--- config.mk ---
export PLATFORM = sky130hd
export DESIGN_NAME = dmem_arbiter
export DESIGN_NICKNAME = d
export VERILOG_FILES = /design/src/rtl/dmem_arbiter.sv
export SDC_FILE = /design/constraint.sdc
export NUM_CORES = 1
export LEC_CHECK = 0
export CORE_MARGIN = 2
export CORE_UTILIZATION = 33
export DETAILED_ROUTE_END_ITERATION = 10
export PLACE_DENSITY = 0.95
export SYNTH_ARGS = -nofsm -noshare
export SYNTH_HDL_FRONTEND = slang
export SYNTH_SLANG_ARGS = --single-unit
--- constraint.sdc ---
create_clock -name clk -period 5.55 [get_ports clk]
set_input_delay 1.665 -clock clk [delete_from_list [all_inputs] [get_ports clk]]
set_output_delay 1.665 -clock clk [all_outputs]
set_load 0.05 [all_outputs]
--- src/rtl/dmem_arbiter.sv ---
// Two-port data-memory arbiter: CPU (c) and debug/loader (d) share one 32-bit word memory.
// Define DMEM_ARB_RR_EN for round-robin on simultaneous requests; otherwise c has fixed priority.
module dmem_arbiter #(
    parameter int ADDR_W = 10
) (
    input  logic              clk,
    input  logic              rst,
    input  logic              c_req,
    input  logic              c_we,
    input  logic [1:0]        c_size,
    input  logic              c_uns,
    input  logic [ADDR_W-1:0] c_addr,
    input  logic [31:0]       c_wdata,
    input  logic              d_req,
    input  logic              d_we,
    input  logic [1:0]        d_size,
    input  logic              d_uns,
    input  logic [ADDR_W-1:0] d_addr,
    input  logic [31:0]       d_wdata,
    output logic              c_gnt,
    output logic              c_rvalid,
    output logic [31:0]       c_rdata,
    output logic              c_err,
    output logic              d_gnt,
    output logic              d_rvalid,
    output logic [31:0]       d_rdata,
    output logic              d_err,
    output logic              m_en,
    output logic              m_we,
    output logic [ADDR_W-3:0] m_addr,
    output logic [3:0]        m_be,
    output logic [31:0]       m_wdata,
    input  logic [31:0]       m_rdata
);

    typedef enum logic [1:0] {IDLE, RD, ERR} state_t;

    state_t      state, state_nx;
    logic        owner;          // 1 = d owns the pending response
    logic        cap_we;
    logic        cap_uns;
    logic [1:0]  cap_size;
    logic [1:0]  cap_off;
`ifdef DMEM_ARB_RR_EN
    logic        last_d;         // 1 = d was the most recent grant
`endif

    logic              sel_d;
    logic              req_any;
    logic              req_we;
    logic              req_uns;
    logic [1:0]        req_size;
    logic [1:0]        req_off;
    logic [ADDR_W-1:0] req_addr;
    logic [31:0]       req_wdata;
    logic              req_legal;
    logic [3:0]        req_be;
    logic [31:0]       req_wdata_sh;
    logic [31:0]       rd_shift;
    logic [31:0]       rd_data;
    logic              resp_valid;
    logic              resp_err;
    logic [31:0]       resp_data;

    always_comb begin
`ifdef DMEM_ARB_RR_EN
        sel_d = d_req & (~c_req | ~last_d);
`else
        sel_d = d_req & ~c_req;
`endif
    end

    assign req_any   = c_req | d_req;
    assign req_we    = sel_d ? d_we    : c_we;
    assign req_uns   = sel_d ? d_uns   : c_uns;
    assign req_size  = sel_d ? d_size  : c_size;
    assign req_addr  = sel_d ? d_addr  : c_addr;
    assign req_wdata = sel_d ? d_wdata : c_wdata;
    assign req_off   = req_addr[1:0];

    // Alignment, byte lanes and lane-shifted store data of the selected request.
    always_comb begin
        unique case (req_size)
            2'b00: begin
                req_legal    = 1'b1;
                req_be       = 4'b0001 << req_off;
                req_wdata_sh = {24'b0, req_wdata[7:0]} << {req_off, 3'b000};
            end
            2'b01: begin
                req_legal    = ~req_off[0];
                req_be       = 4'b0011 << req_off;
                req_wdata_sh = {16'b0, req_wdata[15:0]} << {req_off, 3'b000};
            end
            2'b10: begin
                req_legal    = (req_off == 2'b00);
                req_be       = 4'b1111;
                req_wdata_sh = req_wdata;
            end
            default: begin
                req_legal    = 1'b0;
                req_be       = 4'b0000;
                req_wdata_sh = 32'b0;
            end
        endcase
    end

    // Load return uses the captured attributes, never the live request inputs.
    assign rd_shift = m_rdata >> {cap_off, 3'b000};

    always_comb begin
        unique case (cap_size)
            2'b00:   rd_data = cap_uns ? {24'b0, rd_shift[7:0]}
                                       : {{24{rd_shift[7]}}, rd_shift[7:0]};
            2'b01:   rd_data = cap_uns ? {16'b0, rd_shift[15:0]}
                                       : {{16{rd_shift[15]}}, rd_shift[15:0]};
            default: rd_data = rd_shift;
        endcase
    end

    always_comb begin
        // NOTE: every output gets a default first so no path through the case infers a latch.
        state_nx   = state;
        c_gnt      = 1'b0;
        d_gnt      = 1'b0;
        m_en       = 1'b0;
        m_we       = 1'b0;
        m_addr     = '0;
        m_be       = 4'b0000;
        m_wdata    = 32'b0;
        resp_valid = 1'b0;
        resp_err   = 1'b0;
        resp_data  = 32'b0;
        if (!rst) begin
            unique case (state)
                IDLE: begin
                    if (req_any) begin
                        c_gnt = ~sel_d;
                        d_gnt = sel_d;
                        if (req_legal) begin
                            m_en     = 1'b1;
                            m_we     = req_we;
                            m_addr   = req_addr[ADDR_W-1:2];
                            m_be     = req_be;
                            m_wdata  = req_we ? req_wdata_sh : 32'b0;
                            state_nx = req_we ? IDLE : RD;
                        end else begin
                            state_nx = ERR;
                        end
                    end
                end
                RD: begin
                    resp_valid = 1'b1;
                    resp_data  = rd_data;
                    state_nx   = IDLE;
                end
                ERR: begin
                    resp_err   = 1'b1;
                    resp_valid = ~cap_we;
                    state_nx   = IDLE;
                end
                default: state_nx = IDLE;
            endcase
        end
        c_rvalid = resp_valid & ~owner;
        d_rvalid = resp_valid & owner;
        c_err    = resp_err & ~owner;
        d_err    = resp_err & owner;
        c_rdata  = owner ? 32'b0 : resp_data;
        d_rdata  = owner ? resp_data : 32'b0;
    end

    always_ff @(posedge clk or posedge rst) begin
        if (rst) begin
            state    <= IDLE;
            owner    <= 1'b0;
            cap_we   <= 1'b0;
            cap_uns  <= 1'b0;
            cap_size <= 2'b00;
            cap_off  <= 2'b00;
`ifdef DMEM_ARB_RR_EN
            last_d   <= 1'b1;
`endif
        end else begin
            // NOTE: non-blocking assignments so every register samples pre-edge values.
            state <= state_nx;
            if (state == IDLE && req_any) begin
                owner    <= sel_d;
                cap_we   <= req_we;
                cap_uns  <= req_uns;
                cap_size <= req_size;
                cap_off  <= req_off;
`ifdef DMEM_ARB_RR_EN
                last_d   <= sel_d;
`endif
            end
        end
    end

endmodule

After elaboration in Yosys (flattened, before gate mapping)
Cells that the tools add are included.
- output and inout port bits: 116
- input port bits: 128
- word-level logic and storage cells: 85
- register bits: 9
- shift operators: 5
- equal/unequal tests: 6
- muxes and demuxes: 50
- bitwise gates (word level): 12
- reductions and logical operators: 6
- operators with widths (cell ; count):
    $mux 32 ; 12
    $pmux 32 s3 ; 1
    $pmux 32 s2 ; 1
    $mux 8 ; 4
    $shl 16x5->32 ; 1
    $shl 8x5->32 ; 1
    $shr 32x5->32 ; 1
    $mux 1 ; 20
    $mux 4 ; 4
    $pmux 4 s3 ; 1
    $mux 10 ; 1
    $logic_not 2->1 ; 4
    $mux 2 ; 4
    $eq 2x1->1 const B ; 3
    $not 1->1 ; 6
    $and 1x1->1 ; 5
    $eq 2x2->1 const B ; 2
    $shl 1x2->4 const A ; 1
    $shl 2x2->4 const A ; 1
    $pmux 1 s3 ; 1
    $ne 2x2->1 const B ; 1
    $pmux 1 s2 ; 1
    $reduce_and 2->1 ; 1
    $logic_and 1x1->1 ; 1
    $or 1x1->1 ; 1

Longest topological paths before layout
- depth in word-level cells: 10
- gate-level depth with buffers: 9

Worst setup path before layout
Ideal clock, no wire load.
- path kind: input -> output
- start point: input port d_req
- end point: output port m_be[2]
- arrival time: 5.056 ns
- stages on the path: 7
- slack: -1.171 ns
- data required time: 3.885 ns
- path buffers: 3
- path through: buf_4 > nand2b_1 > buf_2 > buf_6 > mux2i_1 > nor2_1 > a2111oi_0
- word-level cells in the longest chain between the ends: 8
- elaborated cells between the ends (all ways): 17
- classes of those cells: eq/ne: 2; shift: 2; mux: 8; bitwise: 3; reduce/logical: 2
- ends and longest elaborated chain (item ; line ; source):
    from (decl) ; 14 ; input logic d_req,
    $and 1x1->1 ; 69 ; sel_d = d_req & ~c_req;
    $mux 10 or $mux 2 (tied branches) ; 77, 76 ;
    $shl 2x2->4 (tied with other cells) ; 91 ; req_be = 4'b0011 << req_off;
    $pmux 4 s3 or $pmux 1 s3 (tied branches) ; 83 ; unique case (req_size)
    $mux 4 ; 139 ; if (req_legal) begin
    $mux 4 (*) ; 136 ; if (req_any) begin
    $mux 4 (*) ; 134 ; unique case (state)
    $mux 4 (*) ; 133 ; if (!rst) begin
    to (decl) ; 31 ; output logic [3:0] m_be,
Every way passes the cells marked *; elsewhere a longest branch is shown, timed or not.

Worst setup path in the final report
- start point: input port c_req
- end point: output port m_addr[0]
- word-level cells in the longest chain between the ends: 9
- elaborated cells between the ends (all ways): 15
- classes of those cells: eq/ne: 2; mux: 7; bitwise: 4; reduce/logical: 2
- ends and longest elaborated chain (item ; line ; source):
    from (decl) ; 8 ; input logic c_req,
    $not 1->1 ; 69 ;
    $and 1x1->1 ; 69 ;
    $mux 2 or $mux 10 (tied branches) ; 76, 77 ;
    $eq 2x2->1 (tied with other cells) ; 83 ;
    $pmux 1 s3 ; 83 ;
    $mux 8 ; 139 ;
    $mux 8 (*) ; 136 ;
    $mux 8 (*) ; 134 ;
    $mux 8 (*) ; 133 ;
    to (decl) ; 30 ; output logic [ADDR_W-3:0] m_addr,
Marked as above.

==> reports/qor.yml <==
outcome:
  outcome: "complete, no violations"
power_and_ir_drop:
  vdd_ir_drop_max_v: 0.000114
  p_leak_nw: 2.76
  powerDensity_nw_per_um2: 158
place:
  port_buffers: 243
  dp_cells: 762
  place.gp.congestion: 1.00
  detailed_place_hpwl_mm: 13.6
  placed_cell_area_sq_um: 6390
floorplanning:
  die_area_sq_um: 9160
  num_rows: 33
  die_w_um: 95.7
  pin_count: 244
  core_area_sq_um: 8180
  start_util_pct: 34.0
  dieHeight_um: 95.7
sta:
  fin_worst_skew_ps: 2.60
  period_minus_slack_ps: 5510
  setup_viol: 0
  rsz0062_at_grt: "true"
  fin_crit_sh_pct: 99.3
  relSlewSlack_pct: 35.5
  fmax_ghz: 0.182
  worstMarginPinSlew_ps: 968
  slew_viol_final: 0
  final_hold_viol_count: 0
synth:
  ys_seq_elements: 9
  netlist.area_leader.share_pct: 16.2
  synth_xor_area_share_pct: 0.631
  synth_top_cell_by_area: "mux2i_1"
  syn_area_per_cell_sq_um: 6.67
  yosysWarnings: 0
  yosys.area_share.simple_pct: 31.4
  netlist_instances: 416
  synth_flop_cell: "dfrtp_1"
  synthAdderAreaFrac_pct: 1.35
  synth_top_family_by_area: "simple AND/OR/NAND/NOR gates"
  ys_types: 53
  async_flop_share_pct: 100
  synth_edf_count: 0
  yosysSeqAreaShare_pct: 8.11
  syn-num-nets: 547
  netlist_area_sq_um: 2780
  synth_area_leaders: "mux2i_1 16%, dfrtp_1 8.1%, nand2_1 6.8%"
  synth_compound_area_share_pct: 30.0
  synthMuxAreaShare_pct: 21.6
routing:
  drt_iter0_drc: 226
  wl_per_cell_um: 21.9
  vias: 4613
  ant_nets: 0
  drt_wl_total_mm: 16.9
  drt-vias-per-instance: 5.96
  dr.pass1.iters: 5
  drc: 0
setup_path:
  crit_path_end_kind: "primary output"
  critPathKind: "in -> out"
  timing.rr.end: "state[0]"
  reg2reg_from: "state[1]"
  crit_path_start_kind: "primary input"
  critical_path_arrival_ps: 3840
  r2r_setup_slack_ps: 3640
  worstPathRequired_ps: 3880
  reg2reg_depth: 7
  crit_fanout: 9
min_path:
  hold_class: "reg -> reg"
  holdCritStartpoint: "cap_we"
  min_path_cells: 2
  hold_end: "cap_we"
clocking:
  ctsHoldBuffers: 0
  clk_pin_slew_ps: 40
  numCtsBuffers: 3
  cts_num_sinks: 9
  cts_max_path_buffers: 2
  clk_latency_ps: 240
  clock-root-buffer: "clkbuf_8"
  h-tree-depth: 1
  cts_tree: "built"
global_routing:
  grt_pass1_wl_mm: 25.3
  grtUsageTotal_pct: 36.3
  grt_pass1_vias: 4826
  antenna_found_initial: 1
  grt_max_degree: 38
  overflow: 0
run:
  max_cap_viol_count: 0
cells_and_area:
  fin_area_sq_um: 6620
  drive_gt1_share_pct: 30.2
  num-nets-final: 800
  fin_cells: 774
  syn2layout_area_growth_pct: 139
  n_fill_cell: 437
==> where the power goes <==
part / leakage (nW) / total (mW) / switching (mW) / internal (mW)
clock network: 0.0228 / 0.0773 / 0.0271 / 0.0501
logic: 2.63 / 0.827 / 0.466 / 0.361
registers: 0.112 / 0.145 / 0.0594 / 0.0853
total: 2.76 / 1.05 / 0.552 / 0.497
==> sequential cells by signal (all words and copies together), names as in the netlist <==
signal and cells:
cap_off 2, cap_size 2, cap_uns 1, cap_we 1, owner 1, state 2
==> repair_timing <==
action	CTS	global route
gates resized for setup	22	3
cloned	2	0
endpoints found under the setup margin	33	23
pin swaps	3	1
setup buffers	4	1
==> synthesized netlist by cell type, drive strengths merged, types with 12 or more instances <==
cell    number
buf         14
mux2        12
nor2        44
and2        24
mux2i       46
a21oi       28
o21a        17
and3        20
o22ai       27
clkbuf      20
nor3        17
nand2       51
o21ai       23
==> area by class of cell <==
class	count	area, sq um	share of cell area (%)
inverters	8	30.0	0.453
repair buffers	282	3680	55.5
multi-input cells	365	2510	37.9
diodes	1	2.50	0.0378
well taps	105	131	1.98
clock buffers	4	45.0	0.680
flip-flops and latches	9	225	3.40
==> kinds of logic after synthesis <==
kind of cell    count (synthesis)
simple gates                  175
compound gates                127
mux                            58
buf+inv                        42
flops                           9
fa+ha+maj                       3
xor+xnor                        2
==> stage by stage <==
step	hold slack (ps)	power, mW	setup WS, ps	util [%]	TNS, ps
2_1_floorplan	450	0.594	-86.3	-	-604
3_3_place_gp	481	0.884	-116	78.2	-532
3_5_place_dp	486	0.927	-210	78.2	-3190
4_1_cts	495	1.02	51.8	80.6	0
5_1_grt	524	1.11	-14.6	81.0	-32.2
6_report	485	1.05	41.6	81.0	0
==> worst max-delay path by stage <==
stage / start / end / slack, ps / cells past startpoint
after floorplan: d_req / m_wdata[1] / -90 / 8
after global placement: c_req / m_wdata[17] / -120 / 8
after detailed placement: c_req / m_wdata[16] / -210 / 8
after CTS: c_req / m_wdata[20] / 50 / 11
after global routing: c_req / m_addr[0] / -10 / 9
final: c_req / m_addr[0] / 40 / 9
==> per-layer routing <==
metal / routed length [um] / vias to the layer above / global-route usage, % / part of all wire [%]
met4: 1370 / 0 / 26.8 / 8.1
li1: - / 2023 / - / -
met1: 5100 / 2105 / 33.4 / 30
met5: 0 / - / 0 / 0
met3: 1680 / 111 / 10.3 / 9.9
met2: 8810 / 374 / 67.4 / 52
==> critical path: stages <==
cell and delay [ps]:
dlygate4sd2_1 250, buf_6 130, or4b_4 530, o31ai_4 100, nand2_4 90, buf_4 140, a211o_1 430, a21oi_1 310
buf_12 180
==> cell usage in the layout (no fill, tap or decap), types with 4 or more instances in the layout <==
master	Yosys	layout
nor2b_1	5	4
o21a_1	17	16
nor3_1	17	17
nor2_2	0	7
buf_6	3	4
mux2i_2	1	5
nor2_1	44	36
and2_1	22	22
o22ai_1	27	25
o211ai_1	9	9
nand2_1	50	49
a21boi_0	8	8
o21ai_0	22	22
mux2i_1	45	40
clkdlybuf4s50_1	0	123
a21oi_1	28	26
and3_1	20	20
dfrtp_1	9	9
buf_4	1	53
mux2_2	10	10
inv_1	6	6
dlygate4sd2_1	0	4
buf_12	0	97
Note: power is estimated with default switching activity, not from simulation.
